--- src/rtl/grp_buf_arb_pkg.sv ---
// rtl/grp_buf_arb_pkg.sv - shared types, constants and helpers for the group buffer arbiter
package grp_buf_arb_pkg;

    // Default geometry of the orbit group memory port
    localparam int N_REQ_DEF       = 5;
    localparam int DW_DEF          = 12;
    localparam int AW_DEF          = 10;
    localparam int MAX_HOLD_DEF    = 1024;
    localparam int SWAP_GUARD_DEF  = 4;
    localparam int SYNC_STAGES_DEF = 2;

    // Requester index width; the arbiter supports up to 8 requesters
    localparam int IDX_W = 3;

    // Requester indices
    localparam int LCB1 = 0;
    localparam int LCB2 = 1;
    localparam int LCB3 = 2;
    localparam int LCB4 = 3;
    localparam int MCM  = 4;

    typedef enum logic [1:0] {
        ST_IDLE = 2'd0,
        ST_OWN  = 2'd1,
        ST_GAP  = 2'd2,
        ST_SWAP = 2'd3
    } arb_state_e;

    // Index of the (single) set bit of a one-hot vector; 0 when empty
    function automatic logic [IDX_W-1:0] onehot_to_idx(input logic [7:0] oh);
        logic [IDX_W-1:0] idx;
        idx = '0;
        for (int i = 0; i < 8; i++) begin
            if (oh[i]) begin
                idx = IDX_W'(i);
            end
        end
        return idx;
    endfunction

endpackage

--- src/rtl/grp_buf_arbiter_rr_pick.sv ---
// rtl/grp_buf_arbiter_rr_pick.sv - combinational round-robin picker
//
// Ports:
//   req_i   - request vector
//   last_i  - index of the previous winner (lowest priority next round)
//   win_o   - one-hot winner, 0 when no request
//   valid_o - at least one request present
module rr_pick
    import grp_buf_arb_pkg::*;
#(
    parameter int N_REQ = N_REQ_DEF
) (
    input  logic [N_REQ-1:0] req_i,
    input  logic [IDX_W-1:0] last_i,
    output logic [N_REQ-1:0] win_o,
    output logic             valid_o
);

    logic [N_REQ-1:0] upper_mask;
    logic [N_REQ-1:0] upper_req;
    logic [N_REQ-1:0] cand;

    // Requesters above the last winner are served first; when none of them
    // asks, the scan wraps to the lowest-indexed requester.
    always_comb begin
        upper_mask = '0;
        for (int i = 0; i < N_REQ; i++) begin
            upper_mask[i] = (i > int'(last_i));
        end
    end

    assign upper_req = req_i & upper_mask;
    assign cand      = (|upper_req) ? upper_req : req_i;
    // Isolate the lowest set bit of the candidate set
    assign win_o     = cand & (~cand + N_REQ'(1));
    assign valid_o   = |req_i;

endmodule

--- src/rtl/grp_buf_arbiter.sv ---
// rtl/grp_buf_arbiter.sv - owner arbiter for the shared orbit group memory write/RMW port
//
// Ports:
//   clk, reset                 - 80 MHz clock, synchronous active-high reset
//   req                        - per-requester ownership request (level)
//   wrd_in, wrd_addr_in,
//   wren_in, old_addr_in,
//   old_rden_in                - per-requester memory port signals, slice i = requester i
//   swch_async                 - frame-former buffer select from the clk12 domain
//   grant                      - registered one-hot owner
//   comm_*                     - owner's port signals, zero outside ownership
//   busy                       - owning or in swap guard
//   timeout, timeout_id        - forced-revoke pulse and index of the revoked owner
module grp_buf_arbiter
    import grp_buf_arb_pkg::*;
#(
    parameter int N_REQ       = N_REQ_DEF,
    parameter int DW          = DW_DEF,
    parameter int AW          = AW_DEF,
    parameter int MAX_HOLD    = MAX_HOLD_DEF,
    parameter int SWAP_GUARD  = SWAP_GUARD_DEF,
    parameter int SYNC_STAGES = SYNC_STAGES_DEF
) (
    input  logic                clk,
    input  logic                reset,
    input  logic [N_REQ-1:0]    req,
    input  logic [N_REQ*DW-1:0] wrd_in,
    input  logic [N_REQ*AW-1:0] wrd_addr_in,
    input  logic [N_REQ-1:0]    wren_in,
    input  logic [N_REQ*AW-1:0] old_addr_in,
    input  logic [N_REQ-1:0]    old_rden_in,
    input  logic                swch_async,
    output logic [N_REQ-1:0]    grant,
    output logic [DW-1:0]       comm_wrd,
    output logic [AW-1:0]       comm_addr,
    output logic                comm_wren,
    output logic [AW-1:0]       comm_old_addr,
    output logic                comm_old_rden,
    output logic                busy,
    output logic                timeout,
    output logic [2:0]          timeout_id
);

    localparam int HW = $clog2(MAX_HOLD + 1);
    localparam int GW = $clog2(SWAP_GUARD + 1);

    arb_state_e             state_q, state_d;
    logic [N_REQ-1:0]       grant_q, grant_d;
    logic [IDX_W-1:0]       rr_last_q, rr_last_d;
    logic [HW-1:0]          hold_q, hold_d;
    logic [GW-1:0]          guard_q, guard_d;
    logic                   swap_pend_q, swap_pend_d;
    logic                   timeout_q, timeout_d;
    logic [2:0]             timeout_id_q, timeout_id_d;
    logic [SYNC_STAGES-1:0] sync_q;
    logic                   swch_prev_q;

    logic                   swap_edge;
    logic [N_REQ-1:0]       pick_win;
    logic                   pick_valid;
    logic [7:0]             grant_ext;
    logic [7:0]             pick_ext;
    logic [IDX_W-1:0]       owner_idx;
    logic [IDX_W-1:0]       pick_idx;
    logic                   owner_req;

    rr_pick #(
        .N_REQ (N_REQ)
    ) u_rr_pick (
        .req_i   (req),
        .last_i  (rr_last_q),
        .win_o   (pick_win),
        .valid_o (pick_valid)
    );

    always_comb begin
        grant_ext = '0;
        grant_ext[N_REQ-1:0] = grant_q;
        pick_ext = '0;
        pick_ext[N_REQ-1:0] = pick_win;
    end

    assign owner_idx = onehot_to_idx(grant_ext);
    assign pick_idx  = onehot_to_idx(pick_ext);
    assign owner_req = |(req & grant_q);

    // Swap select crosses from clk12; either edge of the synchronized value
    // means the frame former has flipped buffers.
    always_ff @(posedge clk) begin
        if (reset) begin
            sync_q      <= '0;
            swch_prev_q <= 1'b0;
        end else begin
            sync_q[0] <= swch_async;
            for (int s = 1; s < SYNC_STAGES; s++) begin
                sync_q[s] <= sync_q[s-1];
            end
            swch_prev_q <= sync_q[SYNC_STAGES-1];
        end
    end

    assign swap_edge = sync_q[SYNC_STAGES-1] ^ swch_prev_q;

    always_ff @(posedge clk) begin
        if (reset) begin
            state_q      <= ST_IDLE;
            grant_q      <= '0;
            rr_last_q    <= IDX_W'(N_REQ - 1);
            hold_q       <= '0;
            guard_q      <= '0;
            swap_pend_q  <= 1'b0;
            timeout_q    <= 1'b0;
            timeout_id_q <= '0;
        end else begin
            state_q      <= state_d;
            grant_q      <= grant_d;
            rr_last_q    <= rr_last_d;
            hold_q       <= hold_d;
            guard_q      <= guard_d;
            swap_pend_q  <= swap_pend_d;
            timeout_q    <= timeout_d;
            timeout_id_q <= timeout_id_d;
        end
    end

    always_comb begin
        state_d      = state_q;
        grant_d      = grant_q;
        rr_last_d    = rr_last_q;
        hold_d       = hold_q;
        guard_d      = guard_q;
        swap_pend_d  = swap_pend_q | swap_edge;
        timeout_d    = 1'b0;
        timeout_id_d = timeout_id_q;

        case (state_q)
            ST_IDLE, ST_GAP: begin
                // An edge seen this very cycle already counts as pending so a
                // simultaneous request cannot slip in ahead of the swap.
                if (swap_pend_q | swap_edge) begin
                    state_d = ST_SWAP;
                    guard_d = GW'(SWAP_GUARD - 1);
                    grant_d = '0;
                end else if (pick_valid) begin
                    state_d   = ST_OWN;
                    grant_d   = pick_win;
                    rr_last_d = pick_idx;
                    hold_d    = '0;
                end else begin
                    state_d = ST_IDLE;
                    grant_d = '0;
                end
            end
            ST_OWN: begin
                // Release is checked first so a voluntary drop on the last
                // allowed cycle is not reported as a timeout.
                if (!owner_req) begin
                    state_d = ST_GAP;
                    grant_d = '0;
                end else if (hold_q == HW'(MAX_HOLD - 1)) begin
                    state_d      = ST_GAP;
                    grant_d      = '0;
                    timeout_d    = 1'b1;
                    timeout_id_d = 3'(owner_idx);
                end else begin
                    hold_d = hold_q + HW'(1);
                end
            end
            ST_SWAP: begin
                grant_d = '0;
                if (swap_edge) begin
                    guard_d = GW'(SWAP_GUARD - 1);
                end else if (guard_q == '0) begin
                    state_d     = ST_IDLE;
                    swap_pend_d = 1'b0;
                end else begin
                    guard_d = guard_q - GW'(1);
                end
            end
            default: begin
                state_d = ST_IDLE;
                grant_d = '0;
            end
        endcase
    end

    // Owner's port signals; grant is one-hot so an OR-mux is sufficient
    always_comb begin
        comm_wrd      = '0;
        comm_addr     = '0;
        comm_wren     = 1'b0;
        comm_old_addr = '0;
        comm_old_rden = 1'b0;
        if (state_q == ST_OWN) begin
            for (int i = 0; i < N_REQ; i++) begin
                if (grant_q[i]) begin
                    comm_wrd      = comm_wrd      | wrd_in[i*DW +: DW];
                    comm_addr     = comm_addr     | wrd_addr_in[i*AW +: AW];
                    comm_wren     = comm_wren     | wren_in[i];
                    comm_old_addr = comm_old_addr | old_addr_in[i*AW +: AW];
                    comm_old_rden = comm_old_rden | old_rden_in[i];
                end
            end
        end
    end

    assign grant      = grant_q;
    assign busy       = (state_q == ST_OWN) || (state_q == ST_SWAP);
    assign timeout    = timeout_q;
    assign timeout_id = timeout_id_q;

endmodule

--- config.mk ---
export PLATFORM = sky130hd
export DESIGN_NAME = grp_buf_arbiter
export DESIGN_NICKNAME = d
export VERILOG_FILES = /design/src/rtl/grp_buf_arb_pkg.sv /design/src/rtl/grp_buf_arbiter_rr_pick.sv /design/src/rtl/grp_buf_arbiter.sv
export SDC_FILE = /design/constraint.sdc
export NUM_CORES = 1
export LEC_CHECK = 0
export CORE_AREA = 2 2 96 98
export CTS_CLUSTER_SIZE = 28
export DETAILED_ROUTE_END_ITERATION = 16
export DIE_AREA = 0 0 98 100
export PLACE_DENSITY = 0.77
export SYNTH_ARGS = -nofsm -noshare
export SYNTH_HDL_FRONTEND = slang
export SYNTH_SLANG_ARGS = --single-unit
--- constraint.sdc ---
create_clock -name clk -period 1.7 [get_ports clk]
set_clock_uncertainty 0.15 [all_clocks]
set_input_delay 0.34 -clock clk [delete_from_list [all_inputs] [get_ports clk]]
set_output_delay 0.34 -clock clk [all_outputs]
set_load 0.01 [all_outputs]
* Yosys cells after proc, flatten, opt, wreduce, memory -nomap -nowiden
Cells that the tools add are included.
Word-level totals: input bits 178, flip-flop bits (word level) 32, output and inout bits 44, word-level logic and storage cells 158
Operators by class: magnitude comparators 4, mux-type cells 84, reduce and logical (&&, ||, !) cells 15, equality and inequality tests 13, bitwise gates (word level) 29, $add $sub $neg 3
Operator list (number):
- $mux W10 | 20
- $mux W12 | 10
- $or A10 B10 Y10 | 8
- $or A12 B12 Y12 | 4
- $mux W11 | 4
- $mux W1 | 27
- $mux W3 | 9
- $mux W5 | 5
- $pmux W11 S2 | 1
- $and A5 B5 Y5 | 3
- $pmux W5 S3 | 1
- $reduce_or A5 Y1 | 3
- $ne A2 B2 Y1 const B | 7
- $reduce_and A3 Y1 | 4
- $add A11 B1 Y11 const B | 1
- $eq A11 B10 Y1 const B | 1
- $mux W2 | 5
- $or A1 B1 Y1 | 9
- $gt A2 B3 Y1 const A | 2
- $ne A3 B3 Y1 const B | 2
- $pmux W2 S3 | 1
- $pmux W3 S2 | 1
- $add A5 B1 Y5 const B | 1
- $not A5 Y5 | 1
- 14 further kinds | 18

* Longest topological paths before layout
depth after elaboration 14, gate-level depth with buffers 8, mapped depth without buffers 7

* Cells and area by module
A second synthesis with hierarchy kept.
Second synthesis, totals: cells, all modules 319, area, all modules 2476.1 um^2
By module, submodules not included:
- grp_buf_arbiter | area each 2329.7 um^2, cells each 295, instances 1, seq. area each 640.6 um^2
- rr_pick | area each 146.4 um^2, cells each 24, instances 1, seq. area each 0.0 um^2

* Worst setup path before layout
Ideal clock, no wire load.
kind register to register, start point reg hold_q[3], end point reg hold_q[3], setup time 126 ps, cell stages (with the launch flop) 8, path buffers 1, arrival 1488 ps, path slack -64 ps, period minus slack after synthesis 1764 ps, cell sequence dfxtp_1 > and4_4 > nand4_4 > o31a_2 > buf_6 > nand2_2 > xor2_1 > nor2_1
On the way: cells in the longest elaborated chain, start to end 4, elaborated cells between the ends (all ways) 7, classes of those cells add/sub: 1; eq/ne: 2; mux: 3; reduce/logical: 1
Ends and longest elaborated chain:
- from (decl) | RTL line grp_buf_arbiter.sv:50 | logic [HW-1:0] hold_q, hold_d;
- from (signal assigned) | RTL line grp_buf_arbiter.sv:118 | hold_q <= hold_d;
- $add A11 B1 Y11 | RTL line grp_buf_arbiter.sv:166 | hold_d = hold_q + HW'(1);
- $mux W11 | RTL line grp_buf_arbiter.sv:160 | end else if (hold_q == HW'(MAX_HOLD - 1)) begin
- $mux W11 | RTL line grp_buf_arbiter.sv:157 | if (!owner_req) begin
- $pmux W11 S2 | RTL line grp_buf_arbiter.sv:136 | case (state_q)
Parallel ways exist; a longest one is shown, timed or not. The select of a mux whose other input is x is not followed. A chain may end at the register's enable or synchronous reset.

* Worst setup path in the final report
start point reg grant_q[2] (netlist: grant[2]), end point out comm_wrd[2]
On the way: cells in the longest elaborated chain, start to end 8
Ends and longest elaborated chain:
- from (decl) | RTL line grp_buf_arbiter.sv:48 | logic [N_REQ-1:0] grant_q, grant_d;
- from (signal assigned) | RTL line grp_buf_arbiter.sv:116 | grant_q <= grant_d;
- $mux W12 * | RTL line grp_buf_arbiter.sv:196 | if (grant_q[i]) begin
- $mux W12 * | RTL line grp_buf_arbiter.sv:194 | if (state_q == ST_OWN) begin
- $or A12 B12 Y12 | RTL line grp_buf_arbiter.sv:197 | comm_wrd = comm_wrd | wrd_in[i*DW +: DW];
- $mux W12 * | RTL line grp_buf_arbiter.sv:196
- $mux W12 * | RTL line grp_buf_arbiter.sv:194
- $or A12 B12 Y12 | RTL line grp_buf_arbiter.sv:197
- $mux W12 * | RTL line grp_buf_arbiter.sv:196
- $mux W12 * | RTL line grp_buf_arbiter.sv:194
- to (decl) | RTL line grp_buf_arbiter.sv:34 | output logic [DW-1:0] comm_wrd,
Mark *: on every way between the ends. The rest lies on a longest branch, timed or not. The select of a mux whose other input is x is not followed.

==> qor.csv <==
stage,metric,value,unit
sta,fin_crit,2.033,ns
setup_path,reg2reg_slack,-0.19,ns
setup_path,critPathLaunchType,flop,
routing,drc,0,
setup_path,slowest_delay,0.39,ns
die,io_pins,222,
synthesis,avgSynthCellArea,7.963,sq um
synthesis,synth_edf_count,0,
clock_tree,clk_pin_slew,0.08,ns
setup_path,crit_type,flop to output port,
routing,drt_pre_antenna_iters,8,
cells_and_area,fillers,744,
pwr,pwr-share-clk,22.9,%
synthesis,synth_top_cell_by_area,dfxtp_1,
routing,postRouteAntennaNets,0,
synthesis,ys_seq_elements,32,
placed_design,gp_congestion,0.9419,
die,dieHeight,100,um
run,cap_violations,0,
sta,rsz0062_at_grt,true,
pwr,intPower,0.001786,W
setup_path,worstPathArrival,1.54,ns
placed_design,place_hpwl,10290,um
synthesis,dominantRegCellSynth,dfxtp_1,
pwr,p_switching,0.0007984,W
global_route,grt_pass1_vias,3845,
routing,viasPerCell,5.618,
routing,drt_iter0_markers,334,
die,dieArea,9800,sq um
clock_tree,htreeDepth,2,
pwr,powerDensity,455.5,nW/um^2
clock_tree,numCtsBuffers,5,
routing,wl,13920,um
placed_design,placed_area,5223,sq um
sta,finalWorstSetupSlack,-0.3331,ns
synthesis,syn-num-nets,491,
setup_path,required,1.21,ns
cells_and_area,final_area,5674,sq um
clock_tree,cts_tree,done,
clock_tree,cts_buffer_depth,2,
die,num_rows,35,
sta,maxSlewHeadroom,72.16,%
pwr,switching_share,30.89,%
placed_design,numPortBuffers,221,
routing,avgRoutedWirePerCell,19.74,um
global_route,grt_max_degree,22,
synthesis,ys_types,54,
routing,vias,3961,
cells_and_area,utilization,63.83,%
synthesis,netlist_instances,310,
cells_and_area,diodes,0,
cells_and_area,fin_nets,774,
global_route,overflow,0,
cells_and_area,layout_commonest_cell,clkdlybuf4s50_1,
pwr,pwr-share-seq,31.4,%
setup_path,slowest_stage,dfxtp_4,
cells_and_area,syn2layout_area_growth,129.9,%
cells_and_area,drive_gt1_share,31.65,%
sta,slew_viol_final,0,
run_status,outcome,"complete, but fails checks",
pwr,ir_drop,0.7591,mV
synthesis,synth_area_leaders,"dfxtp_1 (26%), a222oi_1 (14%), a22oi_1 (11%)",
clock_tree,cts_root_buffer,clkbuf_8,
synthesis,synth_top_area_share,25.95,%
setup_path,end_kind,output port,
clock_tree,cts_num_sinks,32,
synthesis,synth_area,2469,sq um
pwr,p_leak,2.318,nW
setup_path,cp_top_family,buffers and inverters,
die,die_w,98,um
sta,max_clock_freq,491.9,MHz
global_route,grt_pass1_wl,20400,um
global_route,antenna_found_initial,0,
worst_hold_path,min_path_type,primary input to flop,
pwr,combPwrFrac,45.7,%
synthesis,yosys_warnings,0,
sta,min_period_over_period,119.6,%
die,start_util,27.77,%
clock_tree,cts_hold_buffers,0,
sta,finalHoldViolCount,0,
sta,worstMarginPinSlew,0.4176,ns
setup_path,cp_cell_sequence,buf_12 > buf_6 > a222oi_1 > a21oi_1 > buf_2,
sta,setup_viol,53,
synthesis,ys_seq_area_share,25.95,%
die,core_area,8890,sq um
global_route,grt.total_usage,26.02,%
synthesis,ys_async_sr_fraction,0,%
clock_tree,worstSkewPairLatency,0.30,ns
run_status,violations,setup timing,
setup_path,critPathBufInv,3,
cells_and_area,layout_common_cells,"clkdlybuf4s50_1 (173), buf_4 (55), a21oi_1 (41)",
setup_path,crit_fanout,8,
## worst min-delay path, stage by stage
cell and delay [ns]:
clkbuf_2 0.16, o2111ai_4 0.11, a21oi_2 0.06
## kinds of logic (layout without fill, tap and decap cells)
logic type,after synthesis,after routing,synth area share (%)
buffers and inverters,39,322,8.262
AOI/OAI and AO/OA,141,142,42.68
muxes,1,1,0.4055
xor gates and xnor gates,10,10,3.852
DFF,32,32,25.95
adders and majority gates,3,3,1.521
and+or+nand+nor,84,84,17.33
## power by group through the flow
stage               Sequential [W]  Clock (W)  Combinational, W
floorplan                 0.000817          0          0.000363
global placement          0.000821          0           0.00106
detailed placement        0.000821          0           0.00108
CTS                       0.000807   0.000592           0.00111
global route              0.000814   0.000638           0.00125
finish                    0.000811   0.000591           0.00118
## worst paths after layout
kind | start | end | cells after the start
hold / removal | req[2] | grant[2]$_SDFFE_PP0P_ | 3
hold reg to reg | sync_q[0]$_SDFF_PP0_ | sync_q[1]$_SDFF_PP0_ | 1
setup reg to reg | grant[2]$_SDFFE_PP0P_ | timeout_id[1]$_SDFFE_PP0P_ | 10
setup / recovery | grant[2]$_SDFFE_PP0P_ | comm_wrd[2] | 5
## state kept, by name (all words and copies together), names as in the netlist
name	flops
sync_q	2
swch_prev_q	1
guard_q	3
swap_pend_q	1
grant	5
rr_last_q	3
hold_q	11
state_q	2
timeout	1
timeout_id	3
## metal layers
| layer | global-route usage (%) | vias to the layer above | routed length, um |
|---|---|---|---|
| li1 | - | 1806 | - |
| met1 | 30.81 | 1925 | 5386 |
| met2 | 47.79 | 205 | 7272 |
| met3 | 4.596 | 25 | 919 |
| met4 | 8.226 | 0 | 340 |
| met5 | 0 | - | 0 |
## Yosys cell counts, types with 4 or more instances
library cell	n
a21oi_1	45
nand2_1	19
a222oi_1	35
clkbuf_1	21
inv_1	6
nand2b_1	4
xor2_1	7
a22oi_1	35
dfxtp_1	32
nor2b_1	5
nor2_1	30
nand3_1	4
nand4_1	5
## final cells by class
class                           instances  area, sq um  area share, %
Timing Repair Buffer                  308         2893          50.98
Multi-Input combinational cell        240         1872          32.99
Sequential cell                        32        660.6          11.64
Tap cell                              111        138.9          2.448
Clock buffer                            5        68.82          1.213
Inverter                                6        22.52         0.3969
Clock inverter                          3        18.77         0.3308
## repair_timing
action | CTS | global route
resized for setup | 186 | 55
setup endpoints to repair | 66 | 64
cloned | 3 | 1
setup buffers | 10 | 7
pin swaps | 64 | 79
## stage by stage
step	setup TNS [ns]	setup slack (ns)	hold WS, ns	instances	total power, W
floorplan	-0.04822	-0.02735	0.2638	310	0.001180
CTS	-11.58	-0.3605	0.3213	698	0.002507
finish	-11.21	-0.3331	0.2577	705	0.002585
detailed placement	-28.73	-0.6490	0.2979	677	0.001901
global route	-15.16	-0.4003	0.2669	705	0.002707
global placement	-27.76	-0.6164	0.2704	677	0.001881
Power figures use the tool's default switching activity.
==> RTL change (same settings) <==
The 4 states of `arb_state_e` get a one-hot encoding in 4 bits.
--- a/src/rtl/grp_buf_arb_pkg.sv
+++ b/src/rtl/grp_buf_arb_pkg.sv
@@ -20,9 +20,9 @@
     localparam int MCM  = 4;
 
-    typedef enum logic [1:0] {
-        ST_IDLE = 2'd0,
-        ST_OWN  = 2'd1,
-        ST_GAP  = 2'd2,
-        ST_SWAP = 2'd3
+    typedef enum logic [3:0] {
+        ST_IDLE = 4'b0001,
+        ST_OWN  = 4'b0010,
+        ST_GAP  = 4'b0100,
+        ST_SWAP = 4'b1000
     } arb_state_e;
 
Behaviour: same outputs for any inputs over 10 cycles, from zero or initial values and one cycle with reset high; not proved beyond that.
==> RTL change against the original RTL <==
- the flow still finishes with violations (negative setup slack)
- first-iteration DRC count is 8.7% lower
- synthesized area is 4.7% higher
- count of clock-buffer cells in the layout is 2 higher
- worst setup slack worse by 0.29 ns
- total power is 32% higher
- non-clock buffer count is 41 higher
- cell count is 7.4% higher
- wire length is 12% higher
- cell area is 21% higher
- sequential cell count is 2 higher
- synthesized cell count is 4.8% higher
- register-to-register slack worse by 0.40 ns
- critical path type unchanged
- largest cell class unchanged
==> RTL change: results (changes against the original RTL) <==
- Combinational share of power: 54.3% (was 45.7%)
- # diodes: 0 (unchanged)
- Largest net degree at the start of global routing: 26 (was 22)
- Hold path start: sync_q[0]$_SDFF_PP0_ (was req[2])
- Leading post-synthesis cells by cell area: sky130_fd_sc_hd__dfxtp_1 26%, sky130_fd_sc_hd__a222oi_1 14%, sky130_fd_sc_hd__a22oi_1 10%, sky130_fd_sc_hd__a21oi_1 10%, sky130_fd_sc_hd__clkbuf_1 4.5% (was sky130_fd_sc_hd__dfxtp_1 26%, sky130_fd_sc_hd__a222oi_1 14%, sky130_fd_sc_hd__a22oi_1 11%, sky130_fd_sc_hd__a21oi_1 9.1%, sky130_fd_sc_hd__nor2_1 4.6%)
- Top cell types by occurrence after synthesis: 53 x sky130_fd_sc_hd__a21oi_1, 36 x sky130_fd_sc_hd__a22oi_1, 35 x sky130_fd_sc_hd__a222oi_1, 34 x sky130_fd_sc_hd__dfxtp_1, 31 x sky130_fd_sc_hd__clkbuf_1 (was 45 x sky130_fd_sc_hd__a21oi_1, 35 x sky130_fd_sc_hd__a222oi_1, 35 x sky130_fd_sc_hd__a22oi_1, 32 x sky130_fd_sc_hd__dfxtp_1, 30 x sky130_fd_sc_hd__nor2_1)
- Post-Syn Nets: 506 (was 491)
- Final setup margin: -0.619 ns (was -0.333 ns)
- Vias in the first global route: 4389 (was 3845)
- Final estimated routing congestion in global placement: 0.945 (was 0.942)
- Arrival time of data at the critical path endpoint: 1.83 ns (was 1.54 ns)
- Wire length of the first global-routing pass: 23400 µm (was 20400 µm)
- Power in sequential cells: 922 µW (was 811 µW)
- Switching portion of total power: 33.1% (was 30.9%)
- Sequential cell area fraction in the yosys report: 26.3% (was 26.0%)
- Outcome: finished, violations left (unchanged)
- Violations in the final reports: negative setup slack (unchanged)
- Worst Setup Slack post-DPL: -0.754 ns (was -0.649 ns)
- Slowest cell on the critical path: sky130_fd_sc_hd__or4b_4 (was sky130_fd_sc_hd__dfxtp_4)
- P_leak: 2.56 nW (was 2.32 nW)
- Final non-filler cell total: 757 (was 705)
- Count of mapped cells out of synthesis: 325 (was 310)
- Violation count after the first detailed-route iteration: 305 (was 334)
- Pre-Repair DR Iteration Count: 5 (was 8)
- Total setup violations reported at the end of the flow: 61 (was 53)
- Delay-heaviest family, CP: simple AND/OR/NAND/NOR gates (was buffers and inverters)
- Nets: 826 (was 774)
- Vias per inst: 5.63 (was 5.62)
- # placed instances: 716 (was 677)
- Worst voltage drop across the vdd grid: 0.651 mV (was 0.759 mV)
- Overall fraction of global-route tracks in use: 29.6% (was 26.0%)
- Layout cells sized above 1: 41.8% (was 31.6%)
- Switching power summed over all nets: 1.13 mW (was 798 µW)
- Type of the worst min-delay path: flop to flop (was input pin to flop)
- HPWL after detailed placement: 10400 µm (was 10300 µm)
- Worst stage delay on the critical path: 0.64 ns (was 0.39 ns)
- Post-detailed-route wirelength per cell: 20.5 µm (was 19.7 µm)
- Worst setup startpoint: state_q[0]$_SDFFE_PP1P_ (was grant[2]$_SDFFE_PP0P_)
RTL change: layer usage:
layer | vias up | part of all wire (%) | global-route usage (%)
met5 | - | 0 | 0
met4 | 0 | 2.1 | 7.59
met3 | 31 | 6.4 | 4.32
met2 | 206 | 53 | 55.6
met1 | 2076 | 39 | 35.5
li1 | 1949 | - | -
RTL change: per-stage QoR:
step / instance area (µm²) / TNS, ns
floorplan: 3000 / -6.84
global placement: 5970 / -30.61
detailed placement: 5970 / -32.52
CTS: 6640 / -30.87
global route: 6860 / -33.81
finish: 6860 / -31.62
RTL change: path summary, 6_finish.rpt:
check	endpoint	slack (ns)	depth (start not counted)
worst max register to register	hold_q[6]$_SDFFE_PP0P_	-0.59	8
worst min-delay path	sync_q[1]$_SDFF_PP0_	0.29	1
worst min register to register	sync_q[1]$_SDFF_PP0_	0.29	1
worst max-delay path	comm_wrd[8]	-0.62	5
RTL change: cells by family after synthesis:
logic type               count (synthesis)  synth area share (%)
AO/OA/AOI/OAI                          152                  42.9
AND/OR/NAND/NOR                         83                  18.7
adder cells (fa/ha/maj)                  3                  1.45
buffers and inverters                   43                  7.17
XOR/XNOR                                10                  3.39
flip-flops                              34                  26.3
RTL change: layout make-up:
| class | count | area, µm² |
|---|---|---|
| flip-flops and latches | 34 | 694 |
| well taps | 111 | 139 |
| inverters | 7 | 26.3 |
| multi-input cells | 248 | 2370 |
| clock inverters | 1 | 5.00 |
| clock buffers | 7 | 86.3 |
| repair buffers | 349 | 3550 |
| fillers | 576 | 2030 |
RTL change: repair_timing:
action	CTS	global route
setup buffers	27	5
gates cloned	3	0
pin swaps	29	20
endpoints found under the setup margin	68	65
gates resized for setup	235	50
